`src/rtl/tri_pkg.sv`:
```
// Shared types for the triangle feeder: vertex/triangle layout and the issue FSM states.
package tri_pkg;

    typedef struct packed {
        logic [2:0] y;
        logic [2:0] x;
    } vertex_t;

    // Vertex 1 sits in the low bits so the packed layout matches the 18-bit host word.
    typedef struct packed {
        vertex_t v3;
        vertex_t v2;
        vertex_t v1;
    } triangle_t;

    typedef enum logic [2:0] {
        IDLE,
        V1,
        V2,
        V3,
        WAIT_HI,
        WAIT_LO,
        DONE
    } state_t;

    localparam logic [6:0] PIX_MAX = 7'd127;

endpackage

```
`src/rtl/tri_fifo.sv`:
```
// Synchronous show-ahead FIFO of whole triangles; full/empty come from an occupancy count.
module tri_fifo
    import tri_pkg::*;
#(
    parameter int DEPTH = 4
) (
    input  logic      clk,
    input  logic      rst,
    input  logic      push,
    input  logic      pop,
    input  triangle_t din,
    output triangle_t dout,
    output logic      full,
    output logic      empty
);

    localparam int AW = (DEPTH > 1) ? $clog2(DEPTH) : 1;

    triangle_t      mem [DEPTH];
    logic [AW-1:0]  wr_ptr;
    logic [AW-1:0]  rd_ptr;
    logic [AW:0]    count;
    logic           do_push;
    logic           do_pop;

    assign full    = (count == (AW + 1)'(DEPTH));
    assign empty   = (count == '0);
    assign do_push = push && !full;
    assign do_pop  = pop && !empty;
    assign dout    = mem[rd_ptr];

    // DEPTH is a power of two, so the pointers wrap naturally.
    always_ff @(posedge clk or negedge rst) begin
        if (!rst) begin
            wr_ptr <= '0;
            rd_ptr <= '0;
            count  <= '0;
        end else begin
            if (do_push) wr_ptr <= wr_ptr + 1'b1;
            if (do_pop)  rd_ptr <= rd_ptr + 1'b1;
            case ({do_push, do_pop})
                2'b10:   count <= count + 1'b1;
                2'b01:   count <= count - 1'b1;
                default: count <= count;
            endcase
        end
    end

    always_ff @(posedge clk) begin
        if (do_push) mem[wr_ptr] <= din;
    end

endmodule

```
`src/rtl/tri_feeder.sv`:
```
// Buffers host triangles and serialises them onto the engine's nt/xi/yi port, pacing on busy.
// Optional po counting is enabled with the TRI_FEEDER_PIXCNT_EN macro.
module tri_feeder
    import tri_pkg::*;
#(
    parameter int DEPTH = 4
) (
    input  logic        clk,
    input  logic        rst,
    input  logic        in_valid,
    input  logic [17:0] in_tri,
    output logic        in_ready,
    output logic        nt,
    output logic [2:0]  xi,
    output logic [2:0]  yi,
    input  logic        busy,
    input  logic        po,
    output logic        tri_done,
    output logic [6:0]  pix_cnt,
    output logic        idle
);

    state_t    state;
    state_t    next_state;
    triangle_t tri_q;
    triangle_t fifo_head;
    logic      fifo_full;
    logic      fifo_empty;
    logic      pop;

    tri_fifo #(.DEPTH(DEPTH)) u_fifo (
        .clk   (clk),
        .rst   (rst),
        .push  (in_valid),
        .pop   (pop),
        .din   (triangle_t'(in_tri)),
        .dout  (fifo_head),
        .full  (fifo_full),
        .empty (fifo_empty)
    );

    assign in_ready = !fifo_full;
    assign idle     = (state == IDLE) && fifo_empty;

    always_ff @(posedge clk or negedge rst) begin
        if (!rst) begin
            state <= IDLE;
            tri_q <= '0;
        end else begin
            state <= next_state;
            if (pop) tri_q <= fifo_head;
        end
    end

    always_comb begin
        next_state = state;
        pop        = 1'b0;
        unique case (state)
            IDLE: begin
                if (!fifo_empty && !busy) begin
                    pop        = 1'b1;
                    next_state = V1;
                end
            end
            V1:      next_state = V2;
            V2:      next_state = V3;
            V3:      next_state = WAIT_HI;
            WAIT_HI: if (busy)  next_state = WAIT_LO;
            WAIT_LO: if (!busy) next_state = DONE;
            DONE:    next_state = IDLE;
            default: next_state = IDLE;
        endcase
    end

    // Engine-facing outputs depend only on the registered state and latched triangle.
    always_comb begin
        nt       = 1'b0;
        xi       = '0;
        yi       = '0;
        tri_done = 1'b0;
        unique case (state)
            V1: begin
                nt = 1'b1;
                xi = tri_q.v1.x;
                yi = tri_q.v1.y;
            end
            V2: begin
                xi = tri_q.v2.x;
                yi = tri_q.v2.y;
            end
            V3: begin
                xi = tri_q.v3.x;
                yi = tri_q.v3.y;
            end
            DONE:    tri_done = 1'b1;
            default: ;
        endcase
    end

`ifdef TRI_FEEDER_PIXCNT_EN
    logic [6:0] pix_q;

    // Cleared as a triangle is popped, so it holds the finished count through DONE.
    always_ff @(posedge clk or negedge rst) begin
        if (!rst) begin
            pix_q <= '0;
        end else if (pop) begin
            pix_q <= '0;
        end else if ((state == WAIT_HI || state == WAIT_LO) && po && pix_q != PIX_MAX) begin
            pix_q <= pix_q + 1'b1;
        end
    end

    assign pix_cnt = pix_q;
`else
    logic unused_po;

    assign unused_po = po;
    assign pix_cnt   = '0;
`endif

endmodule

```
`config.mk`:
```
export PLATFORM = sky130hd
export DESIGN_NAME = tri_feeder
export DESIGN_NICKNAME = d
export VERILOG_FILES = /design/src/rtl/tri_pkg.sv /design/src/rtl/tri_fifo.sv /design/src/rtl/tri_feeder.sv
export SDC_FILE = /design/constraint.sdc
export NUM_CORES = 1
export LEC_CHECK = 0
export BUFFER_PORTS_ARGS = -buffer_cell sky130_fd_sc_hd__clkbuf_2
export CAP_MARGIN = 20
export CORE_MARGIN = 4
export CORE_UTILIZATION = 61
export CTS_BUF_LIST = sky130_fd_sc_hd__clkbuf_8
export DETAILED_ROUTE_END_ITERATION = 10
export GPL_ROUTABILITY_DRIVEN = 0
export PLACE_DENSITY = 0.94
export REMOVE_ABC_BUFFERS = 1
export SLEW_MARGIN = 5
export SYNTH_ARGS = -nofsm -noshare
export SYNTH_HDL_FRONTEND = slang
export SYNTH_HIERARCHICAL = 1
export SYNTH_SLANG_ARGS = --single-unit
```
`constraint.sdc`:
```
create_clock -name clk -period 3 [get_ports clk]
set_input_delay 0.6 -clock clk [delete_from_list [all_inputs] [get_ports clk]]
set_output_delay 0.6 -clock clk [all_outputs]
set_load 0.02 [all_outputs]
```
==> run_results.csv, run 1 <==
group,metric,value,unit
status,status,"complete, no violations",
cts,ctsHoldBuffers,0,
worst_setup_path,cp-endpoint,"xi[1]",
global_routing,grt_first_pass_wirelength,10800,um
global_routing,grt_util_all_layers,0.179,
worst_setup_path,r2r_setup_slack,760,ps
final_layout,final_layout_size_suffix_gt1_frac,0.391,
worst_setup_path,path_cells,"nor2b_1 > a22oi_1 > nor2_1 > clkbuf_2",
final_layout,layout_common_cells,"72 x edfxtp_1, 31 x clkbuf_2, 28 x dfrtp_1",
final_layout,layout.nets,282,
cts,cts_setup_buffers,0,
cts,clkSinkCount,100,
cts,ctsResizeCount,0,
logic_synthesis,synth-seq-cells,100,
worst_setup_path,cp-startpoint,"state[1]$_DFFE_PN0P_",
worst_setup_path,crit_arrival,2060,ps
pwr,ir_drop,714,uV
cts,clkTransAtPathRegs,90,ps
logic_synthesis,yosysSeqAreaShare,0.692,
drt,ant_nets,0,
logic_synthesis,synth_warnings,6,
pwr,leakagePower,1.73,nW
sta,slew_viol_final,0,
cts,clock_path_buffers,2,
worst_setup_path,start_kind,"flip-flop",
worst_setup_path,reg2reg_depth,10,
logic_synthesis,synth.distinct_cells,33,
drt,vias_per_cell,5.79,
die,initial_utilization,0.641,
placement,place_hpwl,4150,um
sta,clock_skew,10.5,ps
logic_synthesis,synth-main-ff-cell,"edfxtp_1",
worst_setup_path,cpPeakStageDelay,600,ps
logic_synthesis,syn_inst,218,
worst_setup_path,critPathMaxFanout,15,
cts,root_buffer,"clkbuf_8",
global_routing,first_global_vias,2007,
cts,clk_latency,360,ps
die,ios,40,
worst_setup_path,regToRegStartpoint,"state[1]$_DFFE_PN0P_",
final_layout,synthToLayoutAreaGrowth,8.86,%
worst_setup_path,crit_path_end_kind,"primary output",
sta,rsz0062_at_grt,"no",
drt,drc,0,
logic_synthesis,synth_area,0.00414,mm2
cts,numCtsBuffers,9,
cts,h-tree-depth,3,
cts,tritoncts,"done",
sta,worst_pin_slew,868,ps
pwr,totalPowerFinal,4.42,mW
drt,drt_wl_total,6470,um
sta,final-setup-viol-count,0,
worst_setup_path,cpMaxStageDelayCell,"dfrtp_1",
logic_synthesis,synth_area_per_cell,19.0,um2
sta,slew_headroom,0.422,
sta,finalHoldViolCount,0,
die,dieArea,0.00816,mm2
job,cap_violations,0,
die,die_h,90.4,um
placement,portBuffers,31,
drt,drtIter0Drc,131,
drt,vias,1941,
die,core-area,0.00646,mm2
pwr,p_per_area,981,mW/mm2
sta,clock.fmax,375,MHz
die,row_count,29,
global_routing,antenna_found_initial,0,
global_routing,gr-total-overflow,0,
logic_synthesis,synth_edf_count,72,
final_layout,layout.cells.most_common,"edfxtp_1",
worst_hold_path,hold_class,"primary input to async pin",
worst_setup_path,required,2400,ps
sta,period_share,0.888,
global_routing,grt_max_degree,29,
die,die_w,90.4,um
drt,drt_pass1_iterations,4,
drt,wl_per_cell,19.3,um
logic_synthesis,async_flop_share,0.280,
worst_setup_path,path_class,"flip-flop to primary output",
final_layout,diodes,0,
sta,tns,0,ps
worst_setup_path,r2r_end,"u_fifo/count[2]$_DFFE_PN0P_",
sta,period_needed,2660,ps
## flip-flops by register name (all words and copies together) (netlist names)
signal / flops
u_fifo/mem: 72
tri_q: 18
u_fifo/rd_ptr: 2
u_fifo/count: 3
u_fifo/wr_ptr: 2
state: 3
## stage by stage
step | std cells | worst slack [ps] | utilization | cell area, um2 | hold WS (ps)
2_1_floorplan | 208 | 734 | - | 4050 | 304
3_3_place_gp | 319 | 743 | 0.670 | 4330 | 483
3_5_place_dp | 319 | 704 | 0.670 | 4330 | 495
4_1_cts | 335 | 309 | 0.697 | 4500 | 299
5_1_grt | 335 | 127 | 0.697 | 4500 | 326
6_report | 335 | 336 | 0.697 | 4500 | 280
## area by class of cell
class | instances | area, um2
Clock buffer | 9 | 124
Sequential cell | 100 | 2860
Inverter | 9 | 33.8
Timing Repair Buffer | 34 | 178
Fill cell | 404 | 1950
Multi-Input combinational cell | 99 | 1160
Tap cell | 77 | 96.3
Clock inverter | 7 | 53.8
## worst min path at each step
stage / startpoint / end / slack (ps) / cells past startpoint
2_1_floorplan: rst / state[0]$_DFFE_PN0P_ / 300 / 0
3_3_place_gp: tri_q[17]$_DFFE_PN0P_ / tri_q[17]$_DFFE_PN0P_ / 480 / 1
3_5_place_dp: tri_q[4]$_DFFE_PN0P_ / tri_q[4]$_DFFE_PN0P_ / 500 / 1
4_1_cts: rst / u_fifo/wr_ptr[1]$_DFFE_PN0P_ / 300 / 1
5_1_grt: rst / tri_q[14]$_DFFE_PN0P_ / 330 / 1
6_report: rst / tri_q[14]$_DFFE_PN0P_ / 280 / 1
## worst max-delay path: cells and delay by family (launching register included)
kind	cells	cell delay [ps]
AOI/OAI and AO/OA	1	180
buffers and inverters	1	200
DFF	1	600
and+or+nand+nor	2	740
## power by group
group / total [mW] / internal [mW] / switching (mW)
combinational: 1.48 / 0.781 / 0.700
clock: 0.755 / 0.305 / 0.449
sequential: 2.18 / 1.90 / 0.283
## kinds of logic (layout without fill, tap and decap cells)
kind of cell               count (synthesis)  in the layout  share of synthesized area
DFF                                      100            100                      0.692
muxes                                     45             45                      0.180
and+or+nand+nor                           25             25                     0.0417
buffers and inverters                     25             59                     0.0342
AOI/OAI and AO/OA                          9              9                     0.0166
xor gates and xnor gates                   7              7                     0.0148
adders and majority gates                  6              6                     0.0200
other                                      1              7                   0.000906
## layer usage
layer  vias up  track usage  part of all wire
li1        886            -                 -
met1       980        0.235              0.41
met2        62        0.284              0.51
met3        13       0.0417             0.052
met4         0       0.0842             0.026
met5         -            0                 0
## synthesized netlist by cell type, types with 2 or more instances
library cell	number	area share
edfxtp_1	72	0.52
dfrtp_1	28	0.17
mux4_2	18	0.098
mux2_2	15	0.041
buf_4	10	0.018
mux2_4	10	0.036
inv_1	9	0.0082
nor2_1	9	0.0082
a22oi_1	6	0.011
ha_1	5	0.015
and2_2	4	0.0073
xnor2_1	4	0.0085
clkbuf_1	3	0.0027
xor2_1	3	0.0064
buf_2	2	0.0024
mux2i_1	2	0.0048
nand2_1	2	0.0018
Power figures use the tool's default switching activity.
==> run 2: changes to the inputs <==
Settings changed: CORE_UTILIZATION 61 to 32, PLACE_DENSITY 0.94 to 0.6, SYNTH_HIERARCHICAL 1 to not set.
==> run 2 against run 1 <==
Compared with the run above:
- clock skew rose by 4.1 ps
- critical path depth rose by 1
- die area rose by 81%
- fmax rose by 4.5%
- cell count rose by 29%
- critical path type unchanged
- critical endpoint is now yi[1]
- largest cell class unchanged
==> run_results.csv, run 2 <==
group,metric,value,unit
final_layout,regMostFlops,"u_fifo.mem",
drt,drt_pass1_iterations,4,
drt,ant_nets,0,
logic_synthesis,async_flop_share,0.280,
cts,clock_path_buffers,2,
logic_synthesis,synth-simple-area-share,0.0346,
cts,cts_setup_buffers,0,
drt,drc,0,
logic_synthesis,yosysMostFrequentCell,"edfxtp_1",
final_layout,layout_common_cells,"72 x edfxtp_1, 31 x clkbuf_2, 28 x dfrtp_1",
global_routing,antenna_found_initial,0,
final_layout,reg.largest.list,"u_fifo.mem: 72 flops, tri_q: 18 flops",
final_layout,synthToLayoutAreaGrowth,15.3,%
worst_setup_path,reg2reg_depth,9,
worst_hold_path,hold_class,"primary input to async pin",
final_layout,layout.nets,286,
drt,drtIter0Drc,96,
logic_synthesis,synth_warnings,0,
sta,finalHoldViolCount,0,
worst_setup_path,start_kind,"flip-flop",
sta,slew_viol_final,0,
cts,ctsHoldBuffers,0,
sta,period_needed,2550,ps
drt,wl_per_cell,16.5,um
global_routing,grt_max_degree,29,
sta,rsz0062_at_grt,"no",
logic_synthesis,synth_common_cells,"72 x edfxtp_1, 28 x dfrtp_1, 18 x mux2_4, 18 x mux4_2",
sta,period_share,0.850,
die,dieArea,0.0148,mm2
global_routing,gr-total-overflow,0,
logic_synthesis,synth-seq-cells,100,
job,cap_violations,0,
global_routing,first_global_vias,1997,
logic_synthesis,synth_compound_area_frac,0.0176,
die,ios,40,
cts,ctsResizeCount,0,
worst_setup_path,crit_arrival,1950,ps
die,row_count,41,
cts,h-tree-depth,3,
sta,slew_headroom,0.516,
final_layout,final_util,0.377,
logic_synthesis,synthAdderAreaFrac,0.0200,
worst_setup_path,regToRegStartpoint,"u_fifo.count[0]$_DFFE_PN0P_",
logic_synthesis,synth_top_area_frac,0.524,
logic_synthesis,synthMuxAreaShare,0.185,
logic_synthesis,yosysSeqAreaShare,0.694,
sta,worst_pin_slew,726,ps
pwr,leakagePower,1.80,nW
logic_synthesis,yosys.area.top_type,"edfxtp_1",
sta,tns,0,ps
cts,root_buffer,"clkbuf_8",
global_routing,grt_util_all_layers,0.104,
die,die_h,122,um
status,status,"complete, no violations",
sta,clock.fmax,392,MHz
sta,final-setup-viol-count,0,
drt,drt_wl_total,7140,um
cts,tritoncts,"done",
global_routing,grt_first_pass_wirelength,11300,um
cts,numCtsBuffers,9,
worst_setup_path,path_class,"flip-flop to primary output",
cts,clkSinkCount,100,
drt,vias_per_cell,4.52,
die,die_w,122,um
die,initial_utilization,0.327,
cts,clk_latency,360,ps
worst_setup_path,r2r_end,"u_fifo.count[2]$_DFFE_PN0P_",
logic_synthesis,synth-main-ff-cell,"edfxtp_1",
worst_setup_path,critPathMaxFanout,8,
final_layout,diodes,0,
die,core-area,0.0126,mm2
placement,place_hpwl,4540,um
logic_synthesis,yosys.area_share.xor_xnor,0.0127,
logic_synthesis,synthTopCellsByArea,"edfxtp_1 52%, dfrtp_1 17%, mux4_2 9.8%, mux2_4 6.6%, mux2_2 1.9%",
logic_synthesis,synth_top_family_by_area,"multiplexers",
pwr,p_per_area,1010,mW/mm2
final_layout,final_layout_size_suffix_gt1_frac,0.395,
worst_setup_path,r2r_setup_slack,760,ps
worst_setup_path,required,2400,ps
sta,clock_skew,14.6,ps
final_layout,layout.cells.most_common,"edfxtp_1",
logic_synthesis,syn_inst,216,
drt,vias,1958,
final_layout,largest_reg_flops,72,
cts,clkTransAtPathRegs,90,ps
logic_synthesis,synth_edf_count,72,
logic_synthesis,synth_area_per_cell,19.1,um2
pwr,ir_drop,297,uV
worst_setup_path,crit_path_end_kind,"primary output",
logic_synthesis,synth.distinct_cells,33,
logic_synthesis,synth_area,0.00412,mm2
placement,portBuffers,31,
run 2: metrics by stage:
| step | power, mW | setup slack (ps) | instance area [um2] | hold WS [ps] | instances |
|---|---|---|---|---|---|
| floorplan | 3.28 | 685 | 4030 | 304 | 205 |
| global placement | 3.77 | 759 | 4490 | 476 | 418 |
| detailed placement | 3.81 | 737 | 4490 | 480 | 418 |
| CTS | 4.89 | 333 | 4750 | 315 | 433 |
| global route | 5.10 | 285 | 4750 | 347 | 433 |
| finish | 4.80 | 449 | 4750 | 285 | 433 |
run 2: how the worst max path moves through the flow:
stage / from / endpoint / slack, ps / cells after the start
6_report: state[0]$_DFFE_PN0P_ / yi[1] / 450 / 5
5_1_grt: state[0]$_DFFE_PN0P_ / yi[0] / 280 / 5
4_1_cts: state[0]$_DFFE_PN0P_ / yi[1] / 330 / 5
3_5_place_dp: busy / u_fifo.count[2]$_DFFE_PN0P_ / 740 / 9
3_3_place_gp: busy / u_fifo.count[2]$_DFFE_PN0P_ / 760 / 9
2_1_floorplan: state[1]$_DFFE_PN0P_ / u_fifo.count[2]$_DFFE_PN0P_ / 690 / 8
run 2: routing by layer:
metal | vias up | track usage | part of all wire
met3 | 10 | 0.0326 | 0.054
li1 | 894 | - | -
met4 | 0 | 0.0315 | 0.014
met2 | 44 | 0.176 | 0.51
met5 | - | 0 | 0
met1 | 1010 | 0.128 | 0.42
run 2: power by group:
part | switching [mW] | total [mW] | internal [mW]
Sequential | 0.228 | 2.13 | 1.90
Combinational | 0.738 | 1.60 | 0.863
Clock | 0.434 | 1.07 | 0.636
Total | 1.40 | 4.80 | 3.40
run 2: worst max-delay path, stage by stage, from the launching register on:
cell and delay, ps:
dfrtp_1 530, nor2b_1 490, buf_4 210, a22oi_1 90
nor2_1 100, clkbuf_2 180
run 2: layout make-up:
class | instances | area, um2
Clock buffer | 9 | 124
Clock inverter | 6 | 136
Sequential cell | 100 | 2860
Timing Repair Buffer | 41 | 243
Multi-Input combinational cell | 97 | 1140
Tap cell | 172 | 215
Fill cell | 1216 | 7870
Inverter | 8 | 30.0
run 2: kinds of logic after synthesis:
group,count (synthesis)
AO/OA/AOI/OAI,10
XOR/XNOR,6
adder cells (fa/ha/maj),6
buffers and inverters,25
flip-flops,100
multiplexers,44
other,1
AND/OR/NAND/NOR,24
